`config.mk`:
```
export PLATFORM = sky130hd
export DESIGN_NAME = gf_inv
export DESIGN_NICKNAME = d
export VERILOG_FILES = /design/src/rtl/gf_inv.sv
export SDC_FILE = /design/constraint.sdc
export NUM_CORES = 1
export LEC_CHECK = 0
export ABC_AREA = 1
export BUFFER_PORTS_ARGS = -buffer_cell sky130_fd_sc_hd__buf_2
export CORE_ASPECT_RATIO = 0.6
export CORE_MARGIN = 2
export CORE_UTILIZATION = 55
export DETAILED_ROUTE_END_ITERATION = 16
export GPL_ROUTABILITY_DRIVEN = 0
export HOLD_SLACK_MARGIN = 0.12
export PLACE_DENSITY = 0.83
export SLEW_MARGIN = 20
export SYNTH_ARGS = -nofsm -noshare
export SYNTH_HDL_FRONTEND = slang
export SYNTH_SLANG_ARGS = --single-unit
```
`constraint.sdc`:
```
create_clock -name clk -period 2.4 [get_ports clk]
set_clock_uncertainty 0.05 [all_clocks]
set_input_delay 0.24 -clock clk [delete_from_list [all_inputs] [get_ports clk]]
set_output_delay 0.24 -clock clk [all_outputs]
set_load 0.05 [all_outputs]
```
`src/rtl/gf_inv.sv`:
```
// gf_inv -- sequential GF(2^8) multiplicative inverter, out = in^254.
//
// A single bit-serial multiplier (MSB-first Horner, one bit per cycle) is
// time-shared by square-and-multiply: seven rounds of (square base,
// multiply result by base) build a^(2+4+...+128) = a^254. The latency is
// fixed at 112 cycles from accept to out_valid, and does not depend on the data.
//
// Parameters
//   POLY      low 8 bits of the field polynomial (x^8 implied), AES = 8'h1B
// Ports
//   clk       rising-edge clock
//   rst_n     asynchronous active-low reset
//   in_valid  operand valid
//   in_ready  block idle and able to accept an operand
//   in_data   operand a
//   out_valid result valid (held until out_ready)
//   out_ready consumer accepts out_data
//   out_data  a^-1 (0x00 for a = 0x00); holds its value after the handshake
//   busy      computation in progress
module gf_inv #(
    parameter logic [7:0] POLY = 8'h1B
) (
    input  logic       clk,
    input  logic       rst_n,
    input  logic       in_valid,
    output logic       in_ready,
    input  logic [7:0] in_data,
    output logic       out_valid,
    input  logic       out_ready,
    output logic [7:0] out_data,
    output logic       busy
);

    typedef enum logic [1:0] {
        S_IDLE = 2'd0,
        S_SQR  = 2'd1,
        S_MUL  = 2'd2,
        S_DONE = 2'd3
    } state_t;

    state_t     state_q, state_d;
    logic [7:0] base_q, base_d;
    logic [7:0] res_q, res_d;
    logic [7:0] acc_q, acc_d;
    logic [7:0] out_data_q, out_data_d;
    logic [2:0] bitcnt_q, bitcnt_d;
    logic [2:0] round_q, round_d;

    logic [7:0] mc;
    logic [7:0] acc_step;

    function automatic logic [7:0] xtime(input logic [7:0] v);
        return {v[6:0], 1'b0} ^ (v[7] ? POLY : 8'h00);
    endfunction

    // Shared multiplier: the multiplier operand is always base; the
    // multiplicand is base when squaring, res when multiplying.
    always_comb begin
        mc       = (state_q == S_MUL) ? res_q : base_q;
        acc_step = xtime(acc_q) ^ (base_q[bitcnt_q] ? mc : 8'h00);
    end

    always_comb begin
        state_d    = state_q;
        base_d     = base_q;
        res_d      = res_q;
        acc_d      = acc_q;
        bitcnt_d   = bitcnt_q;
        round_d    = round_q;
        out_data_d = out_data_q;

        case (state_q)
            S_IDLE: begin
                if (in_valid) begin
                    base_d   = in_data;
                    res_d    = 8'h01;
                    round_d  = '0;
                    acc_d    = '0;
                    bitcnt_d = 3'd7;
                    state_d  = S_SQR;
                end
            end
            S_SQR: begin
                acc_d    = acc_step;
                bitcnt_d = bitcnt_q - 3'd1;
                if (bitcnt_q == 3'd0) begin
                    base_d   = acc_step;
                    acc_d    = '0;
                    bitcnt_d = 3'd7;
                    state_d  = S_MUL;
                end
            end
            S_MUL: begin
                acc_d    = acc_step;
                bitcnt_d = bitcnt_q - 3'd1;
                if (bitcnt_q == 3'd0) begin
                    res_d    = acc_step;
                    acc_d    = '0;
                    bitcnt_d = 3'd7;
                    if (round_q == 3'd6) begin
                        out_data_d = acc_step;
                        state_d    = S_DONE;
                    end else begin
                        round_d = round_q + 3'd1;
                        state_d = S_SQR;
                    end
                end
            end
            S_DONE: begin
                if (out_ready) begin
                    state_d = S_IDLE;
                end
            end
            default: state_d = S_IDLE;
        endcase
    end

    always_ff @(posedge clk or negedge rst_n) begin
        if (!rst_n) begin
            state_q    <= S_IDLE;
            base_q     <= '0;
            res_q      <= '0;
            acc_q      <= '0;
            bitcnt_q   <= '0;
            round_q    <= '0;
            out_data_q <= '0;
        end else begin
            state_q    <= state_d;
            base_q     <= base_d;
            res_q      <= res_d;
            acc_q      <= acc_d;
            bitcnt_q   <= bitcnt_d;
            round_q    <= round_d;
            out_data_q <= out_data_d;
        end
    end

    assign in_ready  = (state_q == S_IDLE);
    assign out_valid = (state_q == S_DONE);
    assign busy      = (state_q == S_SQR) || (state_q == S_MUL);
    assign out_data  = out_data_q;

endmodule

```
== Yosys cells after proc, flatten, opt, wreduce, memory -nomap -nowiden ==
Cells that the tools add are included.
W data, S select, Z words.

* Bits in writable memories: 0
* Flip-flop bits (word level): 40
* Logic and storage cells: 60
* ROM bits: 0
* Input bits: 12
* Output and inout bits: 11
* Memories kept: 0
* Latch bits: 0

* Shifts and indexed selects: 0
* Multiply operators: 0
* Magnitude comparators: 1
* Divide/modulo/power cells: 0
* Reductions and logical operators: 13
* $add $sub $neg: 2
* Multiplexer cells: 26
* Bitwise gates (word level): 2
* Equality and inequality tests: 9

{| class="wikitable"
|+ Operators by type and width
! cell !! count
|-
| $mux W8 || 7
|-
| $pmux W8 S2 || 3
|-
| $mux W3 || 5
|-
| $pmux W3 S2 || 2
|-
| $mux W2 || 5
|-
| $reduce_and A3 Y1 || 3
|-
| $pmux W2 S4 || 1
|-
| $reduce_and A4 Y1 || 2
|-
| $xor A8 B5 Y8 || 1
|-
| $xor A8 B8 Y8 || 1
|-
| $ne A2 B2 Y1 const B || 3
|-
| $reduce_bool A2 Y1 || 3
|-
| $mux W5 || 1
|-
| $eq A2 B2 Y1 const B || 2
|-
| $lt A3 B4 Y1 const B || 1
|-
| $ne A2 B1 Y1 const B || 2
|-
| $add A3 B1 Y3 const B || 1
|-
| $bmux W1 S3 || 1
|-
| $eq A3 B3 Y1 const B || 1
|-
| $logic_not A3 Y1 || 1
|-
| $sub A3 B1 Y3 const B || 1
|-
| $eq A2 B1 Y1 const B || 1
|-
| $logic_not A2 Y1 || 1
|-
| $reduce_and A2 Y1 || 1
|-
| 3 further kinds || 3
|}

== Depth between registers and ports, before layout ==
* Word-level depth: 6
* Depth in mapped cells: 10
* Depth with buffers taken out: 10

== Worst setup path before layout ==
OpenSTA, ideal clock, no wires.

* Path type: register to register
* Start point: register state_q[1]
* End point: register round_q[2]
* Buffers on the path: 0
* Period minus slack after synthesis: 2.014 ns
* Cell stages (with the launch flop): 11
* Data required time: 2.227 ns
* Arrival: 1.841 ns
* Path slack: 0.386 ns
* Setup time: 0.123 ns
* Cell sequence: dfrtp_1 -> inv_1 -> ha_1 -> inv_2 -> nor2_4 -> a21oi_4 -> o21ai_2 -> nor2_2 -> nand2_1 -> xor2_1 -> nor2_1

* Cells in the longest elaborated chain, start to end: 3
* Elaborated cells between the ends (all ways): 8
* Those cells by class: eq/ne: 4; mux: 1; reduce/logical: 3

{| class="wikitable"
|+ Ends and longest elaborated chain
! item !! RTL line !! text
|-
| start, declared || 41 || <nowiki>state_t state_q, state_d;</nowiki>
|-
| start signal, assigned || 128 || <nowiki>state_q <= state_d;</nowiki>
|-
| $logic_not A2 Y1 * || - ||
|-
| via in_ready || 26 || <nowiki>output logic in_ready,</nowiki>
|-
| $ne A2 B2 Y1 (no line) or $reduce_bool A2 Y1 (tied branches) || - ||
|-
| $reduce_and A4 Y1 (no line) || - ||
|-
| end signal, assigned || 133 || <nowiki>round_q <= round_d;</nowiki>
|-
| end, declared || 47 || <nowiki>logic [2:0] round_q, round_d;</nowiki>
|}

The timed path passes the listed nets; every way through them passes the cells marked *.
A chain may end at the register's enable or synchronous reset.

== Final worst setup path ==
* Start point: register state_q[0]
* End point: register out_data_q[4], in the netlist out_data[4]

* Cells in the longest elaborated chain, start to end: 4
* Elaborated cells between the ends (all ways): 5
* Those cells by class: eq/ne: 1; mux: 2; bitwise: 1; reduce/logical: 1

{| class="wikitable"
|+ Ends and longest elaborated chain
! item !! RTL line !! text
|-
| $eq A2 B2 Y1 * || 59, 72 ||
|-
| $mux W8 || 59 || <nowiki>mc = (state_q == S_MUL) ? res_q : base_q;</nowiki>
|-
| $mux W8 || 60 || <nowiki>acc_step = xtime(acc_q) ^ (base_q[bitcnt_q] ? mc : 8'h00);</nowiki>
|-
| $xor A8 B8 Y8 || 60 ||
|-
| end signal, assigned || 134 || <nowiki>out_data_q <= out_data_d;</nowiki>
|-
| end, declared || 45 || <nowiki>logic [7:0] out_data_q, out_data_d;</nowiki>
|}

Every way passes the cells marked *; elsewhere a longest branch is shown, timed or not.

==> impl_metrics.csv <==
group,metric,value,unit
clocking,post_cts_resized,0,
critical_path,worstPathArrival,2170,ps
clocking,cts.sinks,40,
clocking,clk_pin_slew,80,ps
floorplan,core,4520,um2
synth,yosysSeqAreaShare,39.3,%
route,wirelength,6040,um
synth,synth.distinct_cells,30,
layout,final_cell_mix,"nand2_1 (112), nand3_1 (45), dfrtp_1 (40), inv_1 (26), buf_2 (22)",
clocking,clk_path_buf_depth,2,
floorplan,die_y,56.7,um
route,first_pass_iters,5,
synth,synth_seq_cells,40,
job,maxCapViolations,0,
sta,min_period,2030,ps
synth,ys.flop_type,"dfrtp_1",
layout,n_antenna_cell,0,
global_routing,grt_pass1_vias,2088,
placement,dp_cells,399,
critical_path,max_stage_delay,430,ps
route,vias_per_cell,5.42,
route,drt_iter0_markers,167,
critical_path,path_cells,"inv_1 -> ha_1 -> buf_4 -> nand3_1 -> nor2_2 -> inv_1 -> nand2_1 -> nand2_1",
synth,synth_top_area_cell,"dfrtp_1",
layout,layout_commonest_cell,"nand2_1",
floorplan,die_area,5210,um2
power,p_leak,1.47,nW
synth,synth_top_area_share,39.3,%
critical_path,worst-endpoint-required,2540,ps
clocking,root_buffer,"clkbuf_8",
layout,syn_to_final_growth,10.6,%
clocking,numCtsBuffers,5,
sta,final_hold_viol_count,0,
critical_path,crit_fanout,9,
global_routing,antenna_found_initial,0,
global_routing,grt_max_degree,41,
global_routing,grt_usage,25.6,%
synth,netlist_top_cells_area,"dfrtp_1 (39%), nand2_1 (17%), nand3_1 (8.8%)",
sta,slew_headroom,40.2,%
clocking,ctsHoldBuffers,1,
placement,port_buffers,22,
power,peakVddDrop,0.977,mV
layout,nNetsFinal,365,
critical_path,critPathCaptureType,"register",
floorplan,die-width,91.9,um
synth,synthArstFlopShare,100,%
clocking,cts_max_level,2,
route,wire_per_inst,14.9,um
critical_path,slowest_stage,"dfrtp_1",
sta,max_freq,494,MHz
critical_path,crit_path_start_kind,"register",
floorplan,boundaryPins,23,
route,final_antenna_net_count,0,
sta,period_share,84.4,%
global_routing,grt_overflow_total,0,
run_status,status,"completed",
synth,avgSynthCellArea,7.96,um2
sta,tns,0,ps
clocking,tritoncts,"built",
sta,setup_viol,0,
sta,rsz0062_at_grt,"no",
clocking,postCtsSetupRepairBufs,0,
critical_path,path_class,"register to register",
placement,hpwl,4530,um
route,drc,0,
worst_hold_path,hp-class,"input port to register",
layout,fin_cells,407,
route,dr_total_vias,2204,
floorplan,initial_utilization,56.4,%
layout,layout-drive-gt1-share,20.9,%
sta,worst_pin_slew,897,ps
synth,netlist_area,2550,um2
power,power_density,1560,nW/um2
clocking,clk-insertion-delay-late,300,ps
synth,yosys_warnings,0,
global_routing,grt_pass1_wl,10200,um
sta,slew_violations,0,
synth,synth-edff-count,0,
synth,synth_cells,320,
floorplan,row_count,19,
synth,synth_nets,341,
layer usage:
layer	track usage, %	share of wire (%)	vias to the layer above
met4	8.32	2.3	0
met5	0	0	-
met3	5.91	5.6	15
met1	36.6	48	1033
met2	38.8	44	75
li1	-	-	1081
cell usage after synthesis (5+ instances only):
| cell type | count |
|---|---|
| inv_1 | 26 |
| nand3_1 | 45 |
| inv_2 | 6 |
| dfrtp_1 | 40 |
| nand3_2 | 5 |
| o21ai_2 | 10 |
| ha_1 | 9 |
| nand2_1 | 112 |
| nand3_4 | 9 |
| o21ai_0 | 5 |
| nor2_1 | 17 |
| nand4_1 | 8 |
power breakdown:
part | leakage [nW] | internal [mW] | total (mW) | switching, mW
Sequential | 0.514 | 0.912 | 1.10 | 0.193
Combinational | 0.889 | 0.785 | 2.65 | 1.86
Clock | 0.0642 | 0.409 | 0.654 | 0.244
Total | 1.47 | 2.11 | 4.41 | 2.30
logic make-up (layout without fill, tap and decap cells):
| kind of cell | Yosys count | after routing | share of synthesized area, % |
|---|---|---|---|
| buffers and inverters | 41 | 65 | 7.86 |
| flip-flops | 40 | 40 | 39.3 |
| adder cells (fa/ha/maj) | 9 | 9 | 4.42 |
| AND/OR/NAND/NOR | 206 | 206 | 40.7 |
| AO/OA/AOI/OAI | 20 | 20 | 6.34 |
| XOR/XNOR | 4 | 4 | 1.38 |
metrics by stage:
step	power [mW]	cell area [um2]	setup slack, ps	hold WS [ps]	util, %
global placement	3.60	2680	565	365	59.3
finish	4.41	2820	374	218	62.4
detailed placement	3.72	2680	400	364	59.3
global route	4.77	2820	243	223	62.4
CTS	4.39	2820	385	213	62.4
floorplan	3.27	2550	386	-106	-
flip-flops by register name, indices dropped and copies added, names as in the netlist:
register,cells
acc_q,8
base_q,8
bitcnt_q,3
out_data,8
res_q,8
round_q,3
state_q,2
final timing paths:
check	end	slack, ps	cells after the start	from
max	out_data[4]	370	8	state_q[0]
min	base_q[7]	220	5	in_data[7]
max reg2reg	out_data[4]	370	8	state_q[0]
min reg2reg	base_q[6]	430	2	base_q[6]
max in group asynchronous	res_q[7]	1190	2	rst_n
min in group asynchronous	base_q[2]	550	2	rst_n
area by class of cell:
type	count	area [um2]
Fill cell	411	1700
Tap cell	63	78.8
Multi-Input combinational cell	239	1350
Sequential cell	40	1000
Timing Repair Buffer	26	143
Clock buffer	5	68.8
Inverter	32	120
Clock inverter	2	60.1
worst max-delay path, delay by kind of cell (launching register included):
kind / cells / cell delay (ps)
adders and majority gates: 1 / 180
buffers and inverters: 3 / 550
DFF: 1 / 430
and+or+nand+nor: 4 / 700
(Power assumes the default switching activity.)
